===== src/rtl/rgmii_pkg.sv =====
// Shared constants, types and helpers for the RGMII receive decoder.
// Speed encodings follow the in-band status field layout driven by the PHY.
package rgmii_pkg;

  localparam logic [1:0] SPD_10   = 2'b00;
  localparam logic [1:0] SPD_100  = 2'b01;
  localparam logic [1:0] SPD_1000 = 2'b10;

  typedef enum logic {
    PH_LOW  = 1'b0,
    PH_HIGH = 1'b1
  } nib_phase_e;

  localparam int unsigned IB_LINK_BIT = 0;
  localparam int unsigned IB_SPD_LO   = 1;
  localparam int unsigned IB_SPD_HI   = 2;
  localparam int unsigned IB_FDX_BIT  = 3;

  typedef struct packed {
    logic       en;
    logic       dv;
    logic       er;
    logic [7:0] rxd;
    logic       trunc;
  } rx_beat_t;

  // Encoding 2'b11 is reserved and handled as gigabit.
  function automatic logic is_gigabit(input logic [1:0] spd);
    return spd[1];
  endfunction

endpackage


===== src/rtl/rgmii_rx_decode_if.sv =====
// RGMII sampled-pin inputs and GMII byte outputs of the receive decoder.
// master = capture/MAC side, slave = decoder.
interface rgmii_rx_decode_if;
  logic [3:0] rxd_rise;
  logic [3:0] rxd_fall;
  logic       ctl_rise;
  logic       ctl_fall;
  logic       gmii_rx_dv;
  logic       gmii_rx_er;
  logic [7:0] gmii_rxd;
  logic       gmii_rx_en;

  modport master (
    output rxd_rise, rxd_fall, ctl_rise, ctl_fall,
    input  gmii_rx_dv, gmii_rx_er, gmii_rxd, gmii_rx_en
  );

  modport slave (
    input  rxd_rise, rxd_fall, ctl_rise, ctl_fall,
    output gmii_rx_dv, gmii_rx_er, gmii_rxd, gmii_rx_en
  );
endinterface


===== src/rtl/rgmii_inband_status.sv =====
// Glitch-filtered tracker of the PHY in-band link/speed/duplex status sent during idle.
// A value is accepted only after two identical back-to-back qualifying samples.
module rgmii_inband_status
  import rgmii_pkg::*;
(
  input  logic       gmii_rx_clk,
  input  logic       sys_rst_n,
  input  logic       dv,
  input  logic       er,
  input  logic [3:0] rxd_rise,
  output logic       link_up,
  output logic [1:0] link_speed,
  output logic       link_fdx
);

  logic       qual_s;
  logic       match_s;
  logic       have_r;
  logic [3:0] cand_r;
  logic       link_up_r;
  logic [1:0] link_speed_r;
  logic       link_fdx_r;

  assign qual_s  = ~dv & ~er;
  assign match_s = have_r & (rxd_rise == cand_r);

  // Candidate capture and status update; carrier-extend and frame cycles restart the filter.
  always_ff @(posedge gmii_rx_clk or negedge sys_rst_n) begin
    if (!sys_rst_n) begin
      have_r       <= 1'b0;
      cand_r       <= 4'h0;
      link_up_r    <= 1'b0;
      link_speed_r <= 2'b00;
      link_fdx_r   <= 1'b0;
    end else if (!qual_s) begin
      have_r <= 1'b0;
    end else if (match_s) begin
      link_up_r    <= rxd_rise[IB_LINK_BIT];
      link_speed_r <= rxd_rise[IB_SPD_HI:IB_SPD_LO];
      link_fdx_r   <= rxd_rise[IB_FDX_BIT];
    end else begin
      cand_r <= rxd_rise;
      have_r <= 1'b1;
    end
  end

  assign link_up    = link_up_r;
  assign link_speed = link_speed_r;
  assign link_fdx   = link_fdx_r;

endmodule


===== src/rtl/rgmii_rx_decode.sv =====
// RGMII receive decoder: DDR nibbles to GMII bytes (1000M) or nibble pairs (10/100),
// RX_ER decode, in-band status and saturating frame/error counters.
module rgmii_rx_decode #(
  parameter int PIPE_STAGES = 1,
  parameter int SPEED_AUTO  = 1,
  parameter int CNT_W       = 16
) (
  input  logic                 gmii_rx_clk,
  input  logic                 sys_rst_n,
  rgmii_rx_decode_if.slave     bus,
  input  logic [1:0]           speed_sel,
  input  logic                 cnt_clr,
  output logic                 link_up,
  output logic [1:0]           link_speed,
  output logic                 link_fdx,
  output logic                 frame_trunc,
  output logic [CNT_W-1:0]     frame_cnt,
  output logic [CNT_W-1:0]     err_frame_cnt
);
  import rgmii_pkg::*;

  localparam logic [CNT_W-1:0] CNT_MAX = {CNT_W{1'b1}};
  localparam logic [CNT_W-1:0] CNT_ONE = {{(CNT_W-1){1'b0}}, 1'b1};
  localparam int               SLOW_W  = 4 + 2 * CNT_W;

  logic             dv_s;
  logic             er_s;
  logic             dv_g_s;
  logic             blk_s;
  logic             gig_s;
  logic             frame_end_s;
  logic [1:0]       spd_req_s;
  logic             ib_up_s;
  logic [1:0]       ib_speed_s;
  logic             ib_fdx_s;

  logic             armed_r;
  logic [1:0]       spd_r;
  logic             dv_prev_r;
  logic             frm_err_r;
  nib_phase_e       phase_r;
  nib_phase_e       phase_nx_s;
  logic             nib_ld_s;
  logic [3:0]       nib_r;
  logic             nib_er_r;
  rx_beat_t         beat_s;
  rx_beat_t         pipe_r [PIPE_STAGES];

  logic [CNT_W-1:0] frame_cnt_r;
  logic [CNT_W-1:0] err_cnt_r;
  logic [SLOW_W-1:0] slow_s;
  logic [SLOW_W-1:0] slow_q_s;

  assign dv_s = bus.ctl_rise;
  assign er_s = bus.ctl_rise ^ bus.ctl_fall;

  // After reset a frame already in flight is ignored until dv has been seen low.
  assign dv_g_s      = dv_s & armed_r;
  assign blk_s       = dv_s & ~armed_r;
  assign gig_s       = is_gigabit(spd_r);
  assign frame_end_s = dv_prev_r & ~dv_g_s;
  assign spd_req_s   = (SPEED_AUTO != 0) ? ib_speed_s : speed_sel;

  rgmii_inband_status u_inband_status (
    .gmii_rx_clk (gmii_rx_clk),
    .sys_rst_n   (sys_rst_n),
    .dv          (dv_s),
    .er          (er_s),
    .rxd_rise    (bus.rxd_rise),
    .link_up     (ib_up_s),
    .link_speed  (ib_speed_s),
    .link_fdx    (ib_fdx_s)
  );

  // Nibble-phase next state and first-stage output beat.
  always_comb begin
    phase_nx_s = phase_r;
    nib_ld_s   = 1'b0;
    beat_s     = '0;
    if (gig_s) begin
      phase_nx_s = PH_LOW;
      beat_s.en  = 1'b1;
      beat_s.dv  = dv_g_s;
      beat_s.er  = er_s & ~blk_s;
      beat_s.rxd = blk_s ? 8'h00 : {bus.rxd_fall, bus.rxd_rise};
    end else if (dv_g_s) begin
      case (phase_r)
        PH_LOW: begin
          phase_nx_s = PH_HIGH;
          nib_ld_s   = 1'b1;
        end
        PH_HIGH: begin
          phase_nx_s = PH_LOW;
          beat_s.en  = 1'b1;
          beat_s.dv  = 1'b1;
          beat_s.er  = er_s | nib_er_r;
          beat_s.rxd = {bus.rxd_rise, nib_r};
        end
        default: begin
          phase_nx_s = PH_LOW;
        end
      endcase
    end else begin
      phase_nx_s   = PH_LOW;
      beat_s.trunc = (phase_r == PH_HIGH);
    end
  end

  // Nibble-phase state register.
  always_ff @(posedge gmii_rx_clk or negedge sys_rst_n) begin
    if (!sys_rst_n) begin
      phase_r <= PH_LOW;
    end else begin
      phase_r <= phase_nx_s;
    end
  end

  // Frame tracking, latched speed and stored low nibble; speed only moves between frames.
  always_ff @(posedge gmii_rx_clk or negedge sys_rst_n) begin
    if (!sys_rst_n) begin
      armed_r   <= 1'b0;
      spd_r     <= SPD_10;
      dv_prev_r <= 1'b0;
      frm_err_r <= 1'b0;
      nib_r     <= 4'h0;
      nib_er_r  <= 1'b0;
    end else begin
      armed_r   <= armed_r | ~dv_s;
      dv_prev_r <= dv_g_s;
      frm_err_r <= dv_g_s ? (frm_err_r | er_s) : 1'b0;
      if (!dv_s) begin
        spd_r <= spd_req_s;
      end
      if (nib_ld_s) begin
        nib_r    <= bus.rxd_rise;
        nib_er_r <= er_s;
      end
    end
  end

  // Saturating frame and error-frame counters; clear wins over a coincident frame end.
  always_ff @(posedge gmii_rx_clk or negedge sys_rst_n) begin
    if (!sys_rst_n) begin
      frame_cnt_r <= '0;
      err_cnt_r   <= '0;
    end else if (cnt_clr) begin
      frame_cnt_r <= '0;
      err_cnt_r   <= '0;
    end else if (frame_end_s) begin
      if (frame_cnt_r != CNT_MAX) begin
        frame_cnt_r <= frame_cnt_r + CNT_ONE;
      end
      if (frm_err_r && (err_cnt_r != CNT_MAX)) begin
        err_cnt_r <= err_cnt_r + CNT_ONE;
      end
    end
  end

  // Output pipeline for the per-beat GMII signals.
  always_ff @(posedge gmii_rx_clk or negedge sys_rst_n) begin
    if (!sys_rst_n) begin
      for (int i = 0; i < PIPE_STAGES; i++) begin
        pipe_r[i] <= '0;
      end
    end else begin
      pipe_r[0] <= beat_s;
      for (int i = 1; i < PIPE_STAGES; i++) begin
        pipe_r[i] <= pipe_r[i-1];
      end
    end
  end

  assign slow_s = {ib_up_s, ib_speed_s, ib_fdx_s, frame_cnt_r, err_cnt_r};

  // Status and counters are already registered once, so they need one stage less.
  generate
    if (PIPE_STAGES > 1) begin : g_slow_dly
      logic [SLOW_W-1:0] dly_r [PIPE_STAGES-1];

      // Extra delay to align status/counters with the data latency.
      always_ff @(posedge gmii_rx_clk or negedge sys_rst_n) begin
        if (!sys_rst_n) begin
          for (int i = 0; i < PIPE_STAGES - 1; i++) begin
            dly_r[i] <= '0;
          end
        end else begin
          dly_r[0] <= slow_s;
          for (int i = 1; i < PIPE_STAGES - 1; i++) begin
            dly_r[i] <= dly_r[i-1];
          end
        end
      end

      assign slow_q_s = dly_r[PIPE_STAGES-2];
    end else begin : g_slow_nodly
      assign slow_q_s = slow_s;
    end
  endgenerate

  assign bus.gmii_rx_en = pipe_r[PIPE_STAGES-1].en;
  assign bus.gmii_rx_dv = pipe_r[PIPE_STAGES-1].dv;
  assign bus.gmii_rx_er = pipe_r[PIPE_STAGES-1].er;
  assign bus.gmii_rxd   = pipe_r[PIPE_STAGES-1].rxd;
  assign frame_trunc    = pipe_r[PIPE_STAGES-1].trunc;
  assign {link_up, link_speed, link_fdx, frame_cnt, err_frame_cnt} = slow_q_s;

endmodule


===== src/flat_wrapper.sv =====
// flat-port wrapper written by rule: the top's interface ports become plain ports
module rgmii_rx_decode_flat import rgmii_pkg::*;
#(
  parameter int PIPE_STAGES = 1,
  parameter int SPEED_AUTO  = 1,
  parameter int CNT_W       = 16
)
  (gmii_rx_clk, sys_rst_n, speed_sel, cnt_clr, link_up, link_speed, link_fdx, frame_trunc, frame_cnt, err_frame_cnt, bus_rxd_rise, bus_rxd_fall, bus_ctl_rise, bus_ctl_fall, bus_gmii_rx_dv, bus_gmii_rx_er, bus_gmii_rxd, bus_gmii_rx_en);
  rgmii_rx_decode_if bus_i ();
  input  logic gmii_rx_clk;
  input  logic sys_rst_n;
  input  logic [1:0] speed_sel;
  input  logic cnt_clr;
  output logic link_up;
  output logic [1:0] link_speed;
  output logic link_fdx;
  output logic frame_trunc;
  output logic [CNT_W-1:0] frame_cnt;
  output logic [CNT_W-1:0] err_frame_cnt;
  input wire logic [$bits(bus_i.rxd_rise)-1:0] bus_rxd_rise;
  input wire logic [$bits(bus_i.rxd_fall)-1:0] bus_rxd_fall;
  input wire logic [$bits(bus_i.ctl_rise)-1:0] bus_ctl_rise;
  input wire logic [$bits(bus_i.ctl_fall)-1:0] bus_ctl_fall;
  output wire logic [$bits(bus_i.gmii_rx_dv)-1:0] bus_gmii_rx_dv;
  output wire logic [$bits(bus_i.gmii_rx_er)-1:0] bus_gmii_rx_er;
  output wire logic [$bits(bus_i.gmii_rxd)-1:0] bus_gmii_rxd;
  output wire logic [$bits(bus_i.gmii_rx_en)-1:0] bus_gmii_rx_en;
  assign bus_i.rxd_rise = bus_rxd_rise;
  assign bus_i.rxd_fall = bus_rxd_fall;
  assign bus_i.ctl_rise = bus_ctl_rise;
  assign bus_i.ctl_fall = bus_ctl_fall;
  assign bus_gmii_rx_dv = bus_i.gmii_rx_dv;
  assign bus_gmii_rx_er = bus_i.gmii_rx_er;
  assign bus_gmii_rxd = bus_i.gmii_rxd;
  assign bus_gmii_rx_en = bus_i.gmii_rx_en;
  rgmii_rx_decode #(.PIPE_STAGES(PIPE_STAGES), .SPEED_AUTO(SPEED_AUTO), .CNT_W(CNT_W)) u_core (.gmii_rx_clk(gmii_rx_clk), .sys_rst_n(sys_rst_n), .bus(bus_i), .speed_sel(speed_sel), .cnt_clr(cnt_clr), .link_up(link_up), .link_speed(link_speed), .link_fdx(link_fdx), .frame_trunc(frame_trunc), .frame_cnt(frame_cnt), .err_frame_cnt(err_frame_cnt));
endmodule

===== config.mk =====
export PLATFORM = sky130hd
export DESIGN_NAME = rgmii_rx_decode_flat
export DESIGN_NICKNAME = d
export VERILOG_FILES = /design/src/rtl/rgmii_pkg.sv /design/src/rtl/rgmii_rx_decode_if.sv /design/src/rtl/rgmii_inband_status.sv /design/src/rtl/rgmii_rx_decode.sv /design/src/flat_wrapper.sv
export SDC_FILE = /design/constraint.sdc
export NUM_CORES = 1
export LEC_CHECK = 0
export CORE_MARGIN = 2
export CORE_UTILIZATION = 54
export DETAILED_ROUTE_END_ITERATION = 12
export HOLD_SLACK_MARGIN = 0.02
export PLACE_DENSITY = 0.9
export SLEW_MARGIN = 20
export SYNTH_ARGS = -nofsm -noshare
export SYNTH_HDL_FRONTEND = slang
export SYNTH_SLANG_ARGS = --single-unit

===== constraint.sdc =====
create_clock -name gmii_rx_clk -period 3.03 [get_ports gmii_rx_clk]
set_input_delay 0.4545 -clock gmii_rx_clk [delete_from_list [all_inputs] [get_ports gmii_rx_clk]]
set_output_delay 0.4545 -clock gmii_rx_clk [all_outputs]
set_load 0.005 [all_outputs]

### After elaboration in Yosys (flattened, before gate mapping)

Index checks and enable logic that the tools add are counted.
W data, S select, Z words.

| operators by class | value |
|---|---|
| add/sub/neg operators | 2 |
| equality and inequality tests | 4 |
| muxes and demuxes | 21 |
| bitwise operators | 17 |
| reduce and logical (&&, ||, !) cells | 8 |

Operator list:

| operator | count |
|---|---|
| $mux W16 | 6 |
| $mux W11 | 3 |
| $add A16 B1 Y16 const B | 2 |
| $ne A16 B16 Y1 const B | 2 |
| $mux W1 | 10 |
| $mux W8 | 1 |
| $reduce_and A2 Y1 | 4 |
| $not A1 Y1 | 7 |
| $and A1 B1 Y1 | 6 |
| $reduce_bool A2 Y1 | 3 |
| $eq A4 B4 Y1 | 1 |
| $or A1 B1 Y1 | 3 |
| $ne A2 B2 Y1 const B | 1 |
| $pmux W1 S2 | 1 |
| $logic_and A1 B1 Y1 | 1 |
| $xor A1 B1 Y1 | 1 |

| word-level totals | value |
|---|---|
| register bits after elaboration | 64 |
| input port bits | 15 |
| output and inout bits | 48 |
| word-level logic and storage cells | 71 |

### Longest topological paths before layout

Gate-level depths: netlist (run 1).

| logic depth | value |
|---|---|
| word-level depth | 5 |
| depth in mapped cells | 7 |
| mapped depth without buffers | 6 |

### Modules after synthesis

From an unflattened synthesis (run 1), not the netlist that was laid out.

| unflattened totals | value |
|---|---|
| cell total of the unflattened synthesis | 302 |
| area, all modules | 3231.8 sq um |

Modules (own cells, without submodules):

| module | times used | cells each | area each (sq um) | sequential area each (sq um) |
|---|---|---|---|---|
| rgmii_rx_decode | 1 | 273 | 2827.7 | 1351.3 |
| rgmii_inband_status | 1 | 29 | 404.1 | 225.2 |

### Least setup slack after synthesis (run 1)

Ideal clock, no wire load.

| timing | value |
|---|---|
| kind | flip-flop to flip-flop |
| start point | register u_core.frame_cnt_r[0], in the netlist u_core.frame_cnt[0] |
| end point | register u_core.frame_cnt_r[7], in the netlist u_core.frame_cnt[7] |
| setup time | 0.125 ns |
| arrival | 1.747 ns |
| required time | 2.905 ns |
| slack | 1.158 ns |
| cell stages (with the launch flop) | 7 |
| path buffers | 0 |
| clock period less this slack | 1.872 ns |
| cells stage by stage | dfrtp_1 > ha_1 > nand4_1 > nor4_4 > nor3_1 > nand3_1 > mux2_2 |

| between the ends | value |
|---|---|
| word-level cells in the longest chain between the ends | 4 |
| elaborated cells on any way between the ends | 7 |

RTL lines:

| what | RTL line | text |
|---|---|---|
| start: declaration | rgmii_rx_decode.sv:49 | `logic [CNT_W-1:0] frame_cnt_r;` |
| start signal: assignment | rgmii_rx_decode.sv:151 | `frame_cnt_r <= frame_cnt_r + CNT_ONE;` |
| $add A16 B1 Y16 | rgmii_rx_decode.sv:151 |  |
| $mux W16 | rgmii_rx_decode.sv:150 | `if (frame_cnt_r != CNT_MAX) begin` |
| $mux W16 | rgmii_rx_decode.sv:149 | `end else if (frame_end_s) begin` |
| $mux W16 | rgmii_rx_decode.sv:146 | `end else if (cnt_clr) begin` |

Several ways; a longest one is shown, not always the timed one. The select of a mux whose other input is x is not followed.
A chain may end at the register's enable or synchronous reset.

### Final worst setup path (run 1)

Same ends and word-level chain as after synthesis.

==> flow_summary.json, run 1 <==
{
  "reg2reg_slack_ns": 0.94,
  "clk_pin_slew_ns": 0.07,
  "ys_types": 38,
  "cts_tree": "built",
  "via_per_inst": 5.533,
  "critical_path_depth": 6,
  "fin_util": 0.7293,
  "fillers": 387,
  "wl_um": 5831,
  "critPathBufInv": 0,
  "finalClockSkew_ns": 0.004375,
  "reg2reg_depth": 6,
  "synthArstFlopShare": 1.000,
  "crit_path_max_incr_delay_ns": 0.50,
  "cts-resized-gates": 0,
  "setup_viol": 0,
  "crit_fanout": 7,
  "power_density_nw_per_um2": 489.2,
  "synthMostInstantiatedCell": "dfrtp_1",
  "ys_warn_count": 0,
  "dp_hpwl_um": 4255,
  "crit_arrival_ns": 2.31,
  "status": "complete, no violations",
  "grt_overflow": 0,
  "syn-instance-count": 268,
  "postCtsSetupBuffers": 0,
  "period_share": 0.6899,
  "synth_ff_type": "dfrtp_1",
  "synth_common_cells": "dfrtp_1, nor2_1, xnor2_1",
  "num_rows": 26,
  "fin_crit_ns": 2.091,
  "cp-start-kind": "flop",
  "die_w_um": 77.35,
  "clock_latency_ns": 0.33,
  "cts_sinks": 63,
  "cp_slowest_cell": "nor4_4",
  "nNetsFinal": 353,
  "power_leakage_nw": 1.541,
  "grt_setup_unrepaired": "no",
  "firstDrtPassIters": 4,
  "ys_ff_latch": 63,
  "slew_headroom": 0.5558,
  "ys_seq_area_frac": 0.5426,
  "diodes": 0,
  "synthesis.area_um2": 2905,
  "synth_area_leader_cell": "dfrtp_1",
  "worstPathCellList": "ha_1 -> nand4_1 -> nor4_4 -> nor3_1 -> nand3_1 -> mux2_2",
  "cts_max_path_buffers": 2,
  "crit_type": "reg2reg",
  "fp.coreArea_um2": 5140,
  "fin_tns_setup_ns": 0,
  "drtAntennaViolNets": 0,
  "clockRootBuffer": "clkbuf_8",
  "hp-class": "in2async",
  "cts_buffers": 9,
  "vdd_drop_max_mv": 0.4013,
  "cpLargestDelayFamily": "simple AND/OR/NAND/NOR gates",
  "dr_total_vias": 2263,
  "grt_usage": 0.2141,
  "synth_edf_count": 0,
  "cts-hold-fix-buffers": 0,
  "grt_start_max_net_pins": 33,
  "wl_per_cell_um": 14.26,
  "hold_viol": 0,
  "yosysTopAreaCellShare": 0.5426,
  "drt_iter0_drc": 108,
  "area_growth_pct": 29.03,
  "grt_pass1_vias": 2194,
  "die_y_um": 77.35,
  "io_buffers": 60,
  "dieArea_um2": 5983,
  "io_pins": 63,
  "worstMarginPinSlew_ns": 0.6663,
  "antenna_found_initial": 0,
  "ctsHtreeMaxLevel": 3,
  "endpoint_kind": "flop",
  "synth_area_leaders": "dfrtp_1, xnor2_1, mux2_2",
  "initial_utilization": 0.5652,
  "syn-num-nets": 286,
  "drive_gt1_frac": 0.1209,
  "grt_pass1_wl_um": 10150,
  "report.final.slew_viol_count": 0,
  "drcViolationCount": 0,
  "drv_cap": 0,
  "max_clock_freq_mhz": 478.4,
  "regArea_um2": 1577,
  "crit_required_ns": 3.25,
  "synth_area_per_cell_um2": 10.84,
  "gp_congestion": 0.8616,
  "multiInputGateArea_um2": 1276
}
-- routing by layer --
layer	track usage	wire length [um]
met2	0.3496	3007
met1	0.2701	2483
met5	0	0
met3	0.07093	261
met4	0.06964	79
-- layout by cell type (no fill, tap or decap), types with 10 or more instances in the layout --
cell type / count
mux2_2: 15
clkbuf_8: 10
nand3_1: 14
nand4_1: 11
nor3_1: 14
dfrtp_1: 63
nor2_1: 40
clkdlybuf4s50_1: 59
nand2_1: 15
xnor2_1: 24
-- per-stage QoR --
stage,total power [W],setup WS (ns),cell area (um^2),std cells,hold slack [ns]
finish,0.001834,0.9395,3749,409,0.1506
global route,0.001936,0.7661,3749,409,0.1978
CTS,0.001859,0.9218,3749,409,0.1578
detailed placement,0.001239,0.6128,3585,394,0.4949
global placement,0.001227,0.6640,3585,394,0.4766
floorplan,0.001091,1.158,2905,268,0.1589
-- cell families after synthesis --
group	synth area share
compound gates	0.04996
xor+xnor	0.09044
fa+ha+maj	0.01292
buf+inv	0.01809
flops	0.5426
mux	0.05814
simple gates	0.2278
-- area by class of cell --
cell class                 instances  share of cell area
timing repair buffer              65              0.1689
clock buffer                      11             0.03772
multi-input combinational        193              0.3405
clock inverter                     4            0.006008
inverter                           3            0.003004
sequential                        63              0.4206
tap                               70             0.02336
-- power by group --
part | internal (W) | leakage, nW | switching (W)
sequential | 0.000919 | 0.839 | 0.0000419
clock | 0.000310 | 0.0850 | 0.000304
combinational | 0.000155 | 0.617 | 0.000105
-- final timing paths --
path	startpoint	end
setup reg to reg	u_core.frame_cnt[0]	u_core.frame_cnt[7]
max in group asynchronous	sys_rst_n	u_core.err_frame_cnt[11]
setup / recovery	u_core.frame_cnt[0]	u_core.frame_cnt[7]
hold reg to reg	u_core.nib_er_r	u_core.nib_er_r
min in group gmii_rx_clk	u_core.nib_er_r	u_core.nib_er_r
hold / removal	sys_rst_n	u_core.bus.gmii_rx_er
-- sequential cells by signal, summed over array words and instances (netlist names), 2 cells and up --
signal / flops
u_core.u_inband_status.link_speed: 2
u_core.frame_cnt: 16
u_core.u_inband_status.cand_r: 4
u_core.nib_r: 4
u_core.err_frame_cnt: 16
u_core.bus.gmii_rxd: 8
No activity file was read; power rests on OpenSTA's default activity.
==> run 2, diff against run 1 <==
Settings changed: CORE_UTILIZATION 54 to 46, PLACE_DENSITY 0.9 to 0.82.
Clock period 3.03 ns to 1.8 ns, I/O delays scaled along.
==> flow_summary.json, run 2 (same netlist as run 1, synthesis figures left out) <==
{
  "initial_utilization": 0.4821,
  "wl_um": 6564,
  "drt_iter0_drc": 121,
  "fin_util": 0.6867,
  "combPwrFrac": 0.137,
  "area_growth_pct": 42.42,
  "hold_ws_ns": 0.4606,
  "dp_slack_ns": -0.2523,
  "crit_required_ns": 2.02,
  "cts_sinks": 63,
  "crit_path_max_incr_delay_ns": 0.43,
  "io_pins": 63,
  "finalClockSkew_ns": 0.007037,
  "cp_slowest_cell": "dfrtp_1",
  "dp_hpwl_um": 4697,
  "p_int_w": 0.002636,
  "nNetsFinal": 392,
  "firstDrtPassIters": 4,
  "grt_usage": 0.1977,
  "swShare": 0.2293,
  "final_common_cell": "dfrtp_1",
  "clk_pin_slew_ns": 0.07,
  "gp_congestion": 0.8964,
  "drv_cap": 0,
  "via_per_inst": 5.302,
  "cts_tree": "built",
  "antenna_found_initial": 0,
  "dr_total_vias": 2402,
  "wl_per_cell_um": 14.49,
  "cp-start-kind": "flop",
  "dieArea_um2": 6967,
  "crit_arrival_ns": 1.96,
  "max_clock_freq_mhz": 576.0,
  "drive_gt1_frac": 0.2222,
  "grt_start_max_net_pins": 64,
  "drcViolationCount": 0,
  "clock_latency_ns": 0.33,
  "setup_viol": 0,
  "fp.coreArea_um2": 6026,
  "power_density_nw_per_um2": 826.7,
  "diodes": 0,
  "final_cell_mix": "dfrtp_1, clkdlybuf4s50_1, buf_4",
  "endpoint_kind": "flop",
  "power_leakage_nw": 1.769,
  "reg2reg_depth": 7,
  "hp-class": "in2async",
  "reg2reg_slack_ns": 0.06,
  "cts_max_path_buffers": 2,
  "crit_fanout": 5,
  "slew_headroom": 0.5807,
  "io_buffers": 60,
  "worstMarginPinSlew_ns": 0.6266,
  "grt_setup_unrepaired": "yes",
  "period_share": 0.9645,
  "fin_crit_ns": 1.736,
  "drtAntennaViolNets": 0,
  "die_w_um": 83.47,
  "hold_viol": 0,
  "seq_power_share": 0.473,
  "crit_type": "reg2reg",
  "die_y_um": 83.47,
  "grt_pass1_wl_um": 11180,
  "clockRootBuffer": "clkbuf_8",
  "r2r-start": "u_core.frame_cnt[0]",
  "setup_ws_ns": 0.06393,
  "grt_pass1_vias": 2366,
  "status": "complete, no violations",
  "grt_overflow": 0,
  "worstPathCellList": "ha_2 -> nand4_1 -> buf_6 -> nor4_4 -> nor3_2 -> nand3_1 -> mux2_4",
  "num_rows": 28,
  "clkPwrFrac": 0.390,
  "vdd_drop_max_mv": 0.4854,
  "regToRegEndpoint": "u_core.frame_cnt[7]",
  "ctsHtreeMaxLevel": 3,
  "report.final.slew_viol_count": 0,
  "p_sw_w": 0.0007845,
  "cts_buffers": 9
}
## run 2: cell count changes in the layout (fill, tap and decap cells not counted), sizes merged
cell         before  now
clkinv            3    2
dlygate4sd3       0    1
clkinvlp          1    0
bufinv            0    2
buf               6   44
## run 2: power groups by stage
| stage | Sequential, W | Combinational, W | Clock, W |
|---|---|---|---|
| floorplan | 0.00164 | 0.000198 | 0 |
| global placement | 0.00164 | 0.000460 | 0 |
| detailed placement | 0.00164 | 0.000474 | 0 |
| CTS | 0.00162 | 0.000477 | 0.00137 |
| global route | 0.00164 | 0.000514 | 0.00143 |
| finish | 0.00162 | 0.000470 | 0.00133 |
## run 2: final cells by class
class	count	area [um^2]
multi-input cells	193	1299
inverters	3	11.26
fillers	452	1888
well taps	75	93.84
clock buffers	11	141.4
clock inverters	4	70.07
repair buffers	104	944.7
flip-flops and latches	63	1578
## run 2: what timing repair did
item                                    CTS  global route
endpoints found under the setup margin    1             7
buffers inserted                          1             3
hold buffers                              1             0
pin swaps                                 1             1
cloned                                    0             0
hold endpoints to repair                 63             0
gates resized for setup                   0             7
## run 2: worst max path at each step
| stage | slack (ns) | endpoint | start |
|---|---|---|---|
| floorplan | 0.04 | u_core.frame_cnt[11] | u_core.armed_r |
| global placement | -0.18 | u_core.frame_cnt[13] | bus_ctl_rise |
| detailed placement | -0.25 | u_core.frame_cnt[11] | bus_ctl_rise |
| CTS | 0.03 | u_core.frame_cnt[7] | u_core.frame_cnt[0] |
| global route | -0.03 | u_core.frame_cnt[7] | u_core.frame_cnt[0] |
| finish | 0.06 | u_core.frame_cnt[7] | u_core.frame_cnt[0] |
## run 2: critical path: cells and delay by family (launching register included)
kind	cells	cell delay (ns)
fa+ha+maj	1	0.22
mux	1	0.30
flops	1	0.43
simple gates	4	0.51
buf+inv	1	0.15
## run 2: layer usage
metal	GRT usage	vias up	wire, um	share of wire
li1	-	1157	-	-
met3	0.04352	9	258	0.039
met1	0.2503	1177	2934	0.45
met2	0.3292	59	3269	0.50
met4	0.08211	0	102	0.016
met5	0	-	0	0
## run 2: metrics by stage
step,std cells,area (um^2),power [W],setup TNS [ns]
6_report,453,4138,0.003421,0
5_1_grt,453,4138,0.003576,-0.07607
4_1_cts,450,4088,0.003461,0
3_5_place_dp,433,3859,0.002118,-3.334
3_3_place_gp,433,3859,0.002097,-1.715
2_1_floorplan,268,2907,0.001836,0
